### src/rtl/regfile_port_sched_pkg.sv
// Shared core constants and the round-robin pointer encoding for the register-file port scheduler.
package regfile_port_sched_pkg;

  localparam int unsigned CoreXlen = 32;
  localparam int unsigned CoreAw   = 5;

  // Which writeback requester wins the next contended cycle.
  typedef enum logic {
    RrWb0 = 1'b0,
    RrWb1 = 1'b1
  } rr_ptr_e;

  // After a grant, favour the requester that was not served.
  function automatic rr_ptr_e rr_next(input logic [1:0] gnt);
    return gnt[0] ? RrWb1 : RrWb0;
  endfunction

endpackage

### src/rtl/regfile_port_sched_if.sv
// Issue, writeback, operand-read and register-file port bundle for the scheduler.
interface regfile_port_sched_if
  import regfile_port_sched_pkg::*;
#(
  parameter int unsigned XLEN = CoreXlen,
  parameter int unsigned AW   = CoreAw
);

  logic            iss_valid;
  logic            iss_ready;
  logic [AW-1:0]   iss_rd;

  logic            wb0_valid;
  logic            wb0_ready;
  logic [AW-1:0]   wb0_addr;
  logic [XLEN-1:0] wb0_data;

  logic            wb1_valid;
  logic            wb1_ready;
  logic [AW-1:0]   wb1_addr;
  logic [XLEN-1:0] wb1_data;

  logic            rd_valid;
  logic            rd_ready;
  logic [AW-1:0]   rd_rs1;
  logic [AW-1:0]   rd_rs2;

  logic            rsp_valid;
  // Driven by the register file itself; the scheduler only qualifies it with rsp_valid.
  logic [XLEN-1:0] reg_rdata_1;
  logic [XLEN-1:0] reg_rdata_2;

  logic            reg_wen;
  logic [AW-1:0]   reg_waddr;
  logic [XLEN-1:0] reg_wdata;
  logic            reg_ren_1;
  logic [AW-1:0]   reg_raddr_1;
  logic            reg_ren_2;
  logic [AW-1:0]   reg_raddr_2;

  logic            flush;

  modport master (
    output iss_valid, iss_rd,
    output wb0_valid, wb0_addr, wb0_data,
    output wb1_valid, wb1_addr, wb1_data,
    output rd_valid, rd_rs1, rd_rs2, flush,
    input  iss_ready, wb0_ready, wb1_ready, rd_ready, rsp_valid,
    input  reg_rdata_1, reg_rdata_2,
    input  reg_wen, reg_waddr, reg_wdata,
    input  reg_ren_1, reg_raddr_1, reg_ren_2, reg_raddr_2
  );

  modport slave (
    input  iss_valid, iss_rd,
    input  wb0_valid, wb0_addr, wb0_data,
    input  wb1_valid, wb1_addr, wb1_data,
    input  rd_valid, rd_rs1, rd_rs2, flush,
    output iss_ready, wb0_ready, wb1_ready, rd_ready, rsp_valid,
    output reg_wen, reg_waddr, reg_wdata,
    output reg_ren_1, reg_raddr_1, reg_ren_2, reg_raddr_2
  );

endinterface

### src/rtl/regfile_port_sched_rr_arb2.sv
// Two-requester round-robin arbiter; pointer favours requester 0 out of reset.
module rr_arb2
  import regfile_port_sched_pkg::*;
(
  input  logic       i_clk,
  input  logic       i_rstn,
  input  logic [1:0] i_req,
  output logic [1:0] o_gnt
);

  rr_ptr_e    r_ptr;
  rr_ptr_e    w_ptr_next;
  logic [1:0] w_gnt;

  // A lone requester always wins; contention is settled by the pointer.
  always_comb begin
    w_gnt = 2'b00;
    if (i_rstn) begin
      case (i_req)
        2'b01:   w_gnt = 2'b01;
        2'b10:   w_gnt = 2'b10;
        2'b11:   w_gnt = (r_ptr == RrWb0) ? 2'b01 : 2'b10;
        default: w_gnt = 2'b00;
      endcase
    end
  end

  // Pointer moves past whoever was just served.
  always_comb begin
    w_ptr_next = r_ptr;
    if (|w_gnt) w_ptr_next = rr_next(w_gnt);
  end

  // Pointer register with synchronous reset to requester 0.
  always_ff @(posedge i_clk) begin
    if (!i_rstn) r_ptr <= RrWb0;
    else         r_ptr <= w_ptr_next;
  end

  assign o_gnt = w_gnt;

endmodule

### src/rtl/regfile_port_sched.sv
// Register-file port scheduler: busy-bit scoreboard, writeback arbitration and operand reads.
module regfile_port_sched
  import regfile_port_sched_pkg::*;
#(
  parameter int unsigned XLEN = CoreXlen,
  parameter int unsigned AW   = CoreAw
) (
  input logic                 hclk,
  input logic                 hrstn,
  regfile_port_sched_if.slave bus
);

  localparam int unsigned NumRegs = 1 << AW;

  logic [NumRegs-1:0] r_busy;
  logic [NumRegs-1:0] w_busy_next;
  logic               r_wen;
  logic [AW-1:0]      r_waddr;
  logic [XLEN-1:0]    r_wdata;
  logic               r_rsp_valid;

  logic [1:0]         w_gnt;
  logic               w_iss_ready;
  logic               w_rd_ready;
  logic               w_iss_fire;
  logic               w_rd_fire;
  logic               w_wb_fire;
  logic [AW-1:0]      w_wb_addr;
  logic [XLEN-1:0]    w_wb_data;

  rr_arb2 u_arb (
    .i_clk  (hclk),
    .i_rstn (hrstn),
    .i_req  ({bus.wb1_valid, bus.wb0_valid}),
    .o_gnt  (w_gnt)
  );

  // Readies look only at registered busy bits, so a write in flight unblocks a cycle later.
  always_comb begin
    w_iss_ready = hrstn & ~bus.flush & ~r_busy[bus.iss_rd];
    w_rd_ready  = hrstn & ~bus.flush & ~r_busy[bus.rd_rs1] & ~r_busy[bus.rd_rs2];
    w_iss_fire  = bus.iss_valid & w_iss_ready;
    w_rd_fire   = bus.rd_valid & w_rd_ready;
    w_wb_fire   = |w_gnt;
    w_wb_addr   = w_gnt[1] ? bus.wb1_addr : bus.wb0_addr;
    w_wb_data   = w_gnt[1] ? bus.wb1_data : bus.wb0_data;
  end

  // Scoreboard update: writes clear, issues set (set wins), flush wipes, x0 never busy.
  always_comb begin
    w_busy_next = r_busy;
    if (r_wen) w_busy_next[r_waddr] = 1'b0;
    if (w_iss_fire) w_busy_next[bus.iss_rd] = 1'b1;
    if (bus.flush) w_busy_next = '0;
    w_busy_next[0] = 1'b0;
  end

  // Scoreboard register.
  always_ff @(posedge hclk) begin
    if (!hrstn) r_busy <= '0;
    else        r_busy <= w_busy_next;
  end

  // Register the granted writeback and the read response strobe.
  always_ff @(posedge hclk) begin
    if (!hrstn) begin
      r_wen       <= 1'b0;
      r_waddr     <= '0;
      r_wdata     <= '0;
      r_rsp_valid <= 1'b0;
    end else begin
      r_wen       <= w_wb_fire && (w_wb_addr != '0);
      if (w_wb_fire) begin
        r_waddr <= w_wb_addr;
        r_wdata <= w_wb_data;
      end
      r_rsp_valid <= w_rd_fire & ~bus.flush;
    end
  end

  assign bus.iss_ready   = w_iss_ready;
  assign bus.rd_ready    = w_rd_ready;
  assign bus.wb0_ready   = w_gnt[0];
  assign bus.wb1_ready   = w_gnt[1];
  // Gated by reset so a write or response caught by reset never reaches the register file.
  assign bus.reg_wen     = r_wen & hrstn;
  assign bus.rsp_valid   = r_rsp_valid & hrstn;
  assign bus.reg_waddr   = r_waddr;
  assign bus.reg_wdata   = r_wdata;
  assign bus.reg_ren_1   = w_rd_fire;
  assign bus.reg_ren_2   = w_rd_fire;
  assign bus.reg_raddr_1 = bus.rd_rs1;
  assign bus.reg_raddr_2 = bus.rd_rs2;

endmodule
### src/flat_wrapper.sv
// flat-port wrapper written by rule: the top's interface ports become plain ports
module regfile_port_sched_flat import regfile_port_sched_pkg::*;
#(
  parameter int unsigned XLEN = CoreXlen,
  parameter int unsigned AW   = CoreAw
)
  (hclk, hrstn, bus_iss_valid, bus_iss_rd, bus_wb0_valid, bus_wb0_addr, bus_wb0_data, bus_wb1_valid, bus_wb1_addr, bus_wb1_data, bus_rd_valid, bus_rd_rs1, bus_rd_rs2, bus_flush, bus_iss_ready, bus_wb0_ready, bus_wb1_ready, bus_rd_ready, bus_rsp_valid, bus_reg_wen, bus_reg_waddr, bus_reg_wdata, bus_reg_ren_1, bus_reg_raddr_1, bus_reg_ren_2, bus_reg_raddr_2);
  regfile_port_sched_if #(.XLEN(XLEN), .AW(AW)) bus_i ();
  input logic hclk;
  input logic hrstn;
  input wire logic [$bits(bus_i.iss_valid)-1:0] bus_iss_valid;
  input wire logic [$bits(bus_i.iss_rd)-1:0] bus_iss_rd;
  input wire logic [$bits(bus_i.wb0_valid)-1:0] bus_wb0_valid;
  input wire logic [$bits(bus_i.wb0_addr)-1:0] bus_wb0_addr;
  input wire logic [$bits(bus_i.wb0_data)-1:0] bus_wb0_data;
  input wire logic [$bits(bus_i.wb1_valid)-1:0] bus_wb1_valid;
  input wire logic [$bits(bus_i.wb1_addr)-1:0] bus_wb1_addr;
  input wire logic [$bits(bus_i.wb1_data)-1:0] bus_wb1_data;
  input wire logic [$bits(bus_i.rd_valid)-1:0] bus_rd_valid;
  input wire logic [$bits(bus_i.rd_rs1)-1:0] bus_rd_rs1;
  input wire logic [$bits(bus_i.rd_rs2)-1:0] bus_rd_rs2;
  input wire logic [$bits(bus_i.flush)-1:0] bus_flush;
  output wire logic [$bits(bus_i.iss_ready)-1:0] bus_iss_ready;
  output wire logic [$bits(bus_i.wb0_ready)-1:0] bus_wb0_ready;
  output wire logic [$bits(bus_i.wb1_ready)-1:0] bus_wb1_ready;
  output wire logic [$bits(bus_i.rd_ready)-1:0] bus_rd_ready;
  output wire logic [$bits(bus_i.rsp_valid)-1:0] bus_rsp_valid;
  output wire logic [$bits(bus_i.reg_wen)-1:0] bus_reg_wen;
  output wire logic [$bits(bus_i.reg_waddr)-1:0] bus_reg_waddr;
  output wire logic [$bits(bus_i.reg_wdata)-1:0] bus_reg_wdata;
  output wire logic [$bits(bus_i.reg_ren_1)-1:0] bus_reg_ren_1;
  output wire logic [$bits(bus_i.reg_raddr_1)-1:0] bus_reg_raddr_1;
  output wire logic [$bits(bus_i.reg_ren_2)-1:0] bus_reg_ren_2;
  output wire logic [$bits(bus_i.reg_raddr_2)-1:0] bus_reg_raddr_2;
  assign bus_i.iss_valid = bus_iss_valid;
  assign bus_i.iss_rd = bus_iss_rd;
  assign bus_i.wb0_valid = bus_wb0_valid;
  assign bus_i.wb0_addr = bus_wb0_addr;
  assign bus_i.wb0_data = bus_wb0_data;
  assign bus_i.wb1_valid = bus_wb1_valid;
  assign bus_i.wb1_addr = bus_wb1_addr;
  assign bus_i.wb1_data = bus_wb1_data;
  assign bus_i.rd_valid = bus_rd_valid;
  assign bus_i.rd_rs1 = bus_rd_rs1;
  assign bus_i.rd_rs2 = bus_rd_rs2;
  assign bus_i.flush = bus_flush;
  assign bus_iss_ready = bus_i.iss_ready;
  assign bus_wb0_ready = bus_i.wb0_ready;
  assign bus_wb1_ready = bus_i.wb1_ready;
  assign bus_rd_ready = bus_i.rd_ready;
  assign bus_rsp_valid = bus_i.rsp_valid;
  assign bus_reg_wen = bus_i.reg_wen;
  assign bus_reg_waddr = bus_i.reg_waddr;
  assign bus_reg_wdata = bus_i.reg_wdata;
  assign bus_reg_ren_1 = bus_i.reg_ren_1;
  assign bus_reg_raddr_1 = bus_i.reg_raddr_1;
  assign bus_reg_ren_2 = bus_i.reg_ren_2;
  assign bus_reg_raddr_2 = bus_i.reg_raddr_2;
  regfile_port_sched #(.XLEN(XLEN), .AW(AW)) u_core (.hclk(hclk), .hrstn(hrstn), .bus(bus_i));
endmodule
### config.mk
export PLATFORM = sky130hd
export DESIGN_NAME = regfile_port_sched_flat
export DESIGN_NICKNAME = d
export VERILOG_FILES = /design/src/rtl/regfile_port_sched_pkg.sv /design/src/rtl/regfile_port_sched_if.sv /design/src/rtl/regfile_port_sched_rr_arb2.sv /design/src/rtl/regfile_port_sched.sv /design/src/flat_wrapper.sv
export SDC_FILE = /design/constraint.sdc
export NUM_CORES = 1
export LEC_CHECK = 0
export CAP_MARGIN = 20
export CORE_MARGIN = 8
export CORE_UTILIZATION = 41
export DETAILED_ROUTE_END_ITERATION = 10
export GPL_TIMING_DRIVEN = 0
export PLACE_DENSITY = 0.85
export SLEW_MARGIN = 30
export SYNTH_ARGS = -nofsm -noshare
export SYNTH_HDL_FRONTEND = slang
export SYNTH_SLANG_ARGS = --single-unit
### constraint.sdc
create_clock -name hclk -period 2 [get_ports hclk]
set_input_delay 0.2 -clock hclk [delete_from_list [all_inputs] [get_ports hclk]]
set_output_delay 0.2 -clock hclk [all_outputs]
set_load 0.05 [all_outputs]
==> run metrics <==
Syn Nets=~530; Hold-fix buffers, CTS=0; worst setup margin=-0.554 ns; global-route wire length before repair=between 20,000 and 25,000 microns; Max Fclk=392 MHz; Synth Area in Adders=0; CTS clk-pin slew, worst paths=approximately 0.070 ns; share of cells above drive strength 1=0.190; crit-path max cell delay=~0.49 ns; Initial Util=0.422; area share of and/or/nand/nor cells after synthesis=0.171; top cell type's share of synthesized area=0.343; met1 Use GR=0.227; final hold vios=0; max_cap viols=0; CP arrival=approximately 2.4 ns; Area contributors post-synth=dfxtp_1, mux2i_1, mux4_2, a211oi_1, nor2_1; placed inst area=5830 sq um; worst hold path depth=3; Synth Area in Compound Gates=0.206; FF+latch count, synth=71; largest family of logic cells by synthesized area=multiplexers; placed insts=714; minimum clock period=about 2.6 ns; Placer Congestion=between 0.8 and 0.9; die area=around 14,000 sq um; largest area contributor in the netlist=dfxtp_1; reg2reg setup slack=-0.12 ns; Data required, critical path=1.80 ns; Die Wd=between 100 and 150 microns; worst hold endpoint=u_core.r_busy[24]; Final Non-Filler Cells=about 740; Async SR Flop Fraction=0; fillers=between 800 and 900; total wire length=approximately 15,000 microns; slew at the pin with the worst max-slew slack=between 0.7 and 0.8 ns; number of global-route vias before repair=around 4,600; clock buffer depth=2; Mapped Cells=436; DR WL/cell=between 20 and 25 microns; die height=approximately 120 microns; Total GRT Usage=0.223; Lkg Pwr=around 0.0024 uW; Worst Hold Launch=bus_iss_rd[0]; worst skew pair latency=approximately 0.36 ns; register area share after synthesis=0.343; Post-synth EDFFs=0; Antenna Violating Nets Remaining=0; CTS tree=built; initial antenna violation count=0; DPL Wire Length=between 10,000 and 15,000 microns; Synth Warn #=0; XOR/XNOR Fraction of Synth Area=0; FF-to-FF End=u_core.r_busy[17]; PD cells=~580 nW/um^2; Synth cell types=50; CP Cell Sequence=mux4_2 > mux2i_1 > o2111a_1 > nand4_1 > nor4_4 > buf_6 > buf_8; RSZ-0062 raised after global routing=true; Setup-failing EPs final=28; GRT met3 Usage=0.0900; CTS root buf=clkbuf_8; Final nets=696; post-route design area=6260 sq um; # port buffers=145; met2 Track Usage GR=0.378; drt first pass iters=4; Cell Rows=36; RR Startpoint=u_core.r_busy[27]; nature of the critical path endpoint=output pin; Setup Skew=~0.0090 ns; fin crit share=1.28; P&R area growth vs syn=50.9%; Initial DRC Count=around 200; Max-slew headroom=0.467; Max Slew Vio Count=0; crit-path max FO=3; Sink Count=between 70 and 80; status=finished, violations left; DR vias/cell=5.83; drc violations=0; Synth Area per Inst=between 9 and 10 sq um; largest net degree at the start of global routing=20; I/O pin total=approximately 150; nature of the critical path startpoint=flop; vias=between 4,000 and 5,000; failing checks=setup timing; IR Drop Worst-Case VDD=0.509 mV; Top FF cell, synth=dfxtp_1; Worst R2R Path Depth=6; ANT cells=0; Netlist Area Pre-Place=~4100 sq um; Setup CP Type=reg -> out; post-synthesis mux area share=0.220; Placeable Area=about 9800 sq um; Worst Hold Class=in -> reg; grt total ovfl=0; CTS Buf Count=9; CTS H-Tree Depth=3; GRT busiest layer=met2; Worst path slowest cell=mux4_2
-- layout by cell type (no fill, tap or decap), types with 13 or more instances in the layout --
cell             netlist  final
a211oi_1              37     37
a21oi_1               19     18
buf_4                 11     20
clkbuf_1              20     13
clkdlybuf4s50_1        0    133
dfxtp_1               71     62
mux2i_1               49     49
mux4_2                13     13
nand2_1               34     33
nor2_1                47     46
-- stage by stage --
stage / power, uW / setup TNS, ns / hold slack, ns / utilization / worst slack (ns)
global placement: 2620 / -21.03 / 0.470 / 0.594 / -1.55
global route: 3760 / -5.33 / 0.407 / 0.637 / -0.609
CTS: 3610 / -3.78 / 0.377 / 0.622 / -0.536
finish: 3630 / -3.87 / 0.386 / 0.637 / -0.554
detailed placement: 2640 / -24.54 / 0.486 / 0.594 / -1.62
floorplan: 2170 / -0.959 / 0.341 / - / -0.497
-- registers in the layout, indices dropped and copies added, names as in the netlist --
| register | count |
|---|---|
| u_core.r_rsp_valid | 1 |
| u_core.bus.reg_wdata | 32 |
| u_core.bus.reg_waddr | 5 |
| u_core.u_arb.r_ptr | 1 |
| u_core.r_busy | 31 |
| u_core.r_wen | 1 |
-- kinds of logic (layout without fill, tap and decap cells) --
kind of cell | after synthesis | count (layout)
multiplexers | 68 | 68
buffers and inverters | 51 | 220
AO/OA/AOI/OAI | 110 | 110
flip-flops | 71 | 71
AND/OR/NAND/NOR | 136 | 136
-- power breakdown --
group	total (uW)	leakage [uW]	internal (uW)	switching [uW]
Sequential	1540	0.000585	1480	53.0
Clock	973	0.0000866	440	533
Combinational	1120	0.00168	475	642
Total	3630	0.00235	2400	1230
-- critical path, delay by kind of cell (launching register included) --
family	cells	cell delay, ns
buffers and inverters	2	0.27
and+or+nand+nor	2	0.53
AOI/OAI and AO/OA	1	0.19
muxes	2	0.67
DFF	1	0.34
-- timing repair --
action | CTS | global route
hold endpoints to repair | 0 | 0
endpoints found under the setup margin | 13 | 46
pin swaps | 16 | 15
cloned | 1 | 0
setup buffers | 7 | 4
gates resized for setup | 70 | 33
-- layer usage --
metal | part of all wire | vias to the layer above
met5 | 0 | -
met4 | 0.039 | 0
met3 | 0.11 | 45
met2 | 0.49 | 223
met1 | 0.37 | 2063
li1 | - | 1971
-- final cells by class --
class | count | area [sq um] | share of cell area
clock buffers | 11 | 131 | 0.0210
plain buffers | 43 | 280 | 0.0448
inverters | 5 | 18.8 | 0.00300
clock inverters | 5 | 25.0 | 0.00400
repair buffers | 156 | 1550 | 0.248
multi-input cells | 314 | 2650 | 0.423
flip-flops and latches | 71 | 1430 | 0.229
well taps | 133 | 166 | 0.0266
-- how the worst max path moves through the flow --
stage               endpoint         startpoint
4_1_cts        bus_reg_ren_2  u_core.r_busy[30]
3_3_place_gp   bus_reg_ren_2      bus_rd_rs2[2]
6_report       bus_reg_ren_2  u_core.r_busy[30]
3_5_place_dp   bus_reg_ren_2      bus_rd_rs2[2]
5_1_grt        bus_reg_ren_2  u_core.r_busy[30]
2_1_floorplan  bus_reg_ren_2      bus_rd_rs1[1]
-- Yosys cell counts, types with 3 or more instances --
cell / n
inv_1: 5
mux4_1: 4
buf_4: 11
nor2_1: 47
nand2b_1: 7
nor4_1: 3
a32o_1: 9
a32o_2: 4
a211oi_1: 37
o31ai_1: 4
a31o_1: 10
clkbuf_1: 20
buf_1: 10
a21oi_1: 19
and2_1: 4
nand2_1: 34
mux4_2: 13
mux2i_1: 49
o211ai_1: 7
or2_2: 3
nor3b_1: 5
o21ai_0: 7
nand3_1: 7
dfxtp_1: 71
nor2b_1: 9
buf_2: 3
Power figures use the tool's default switching activity.
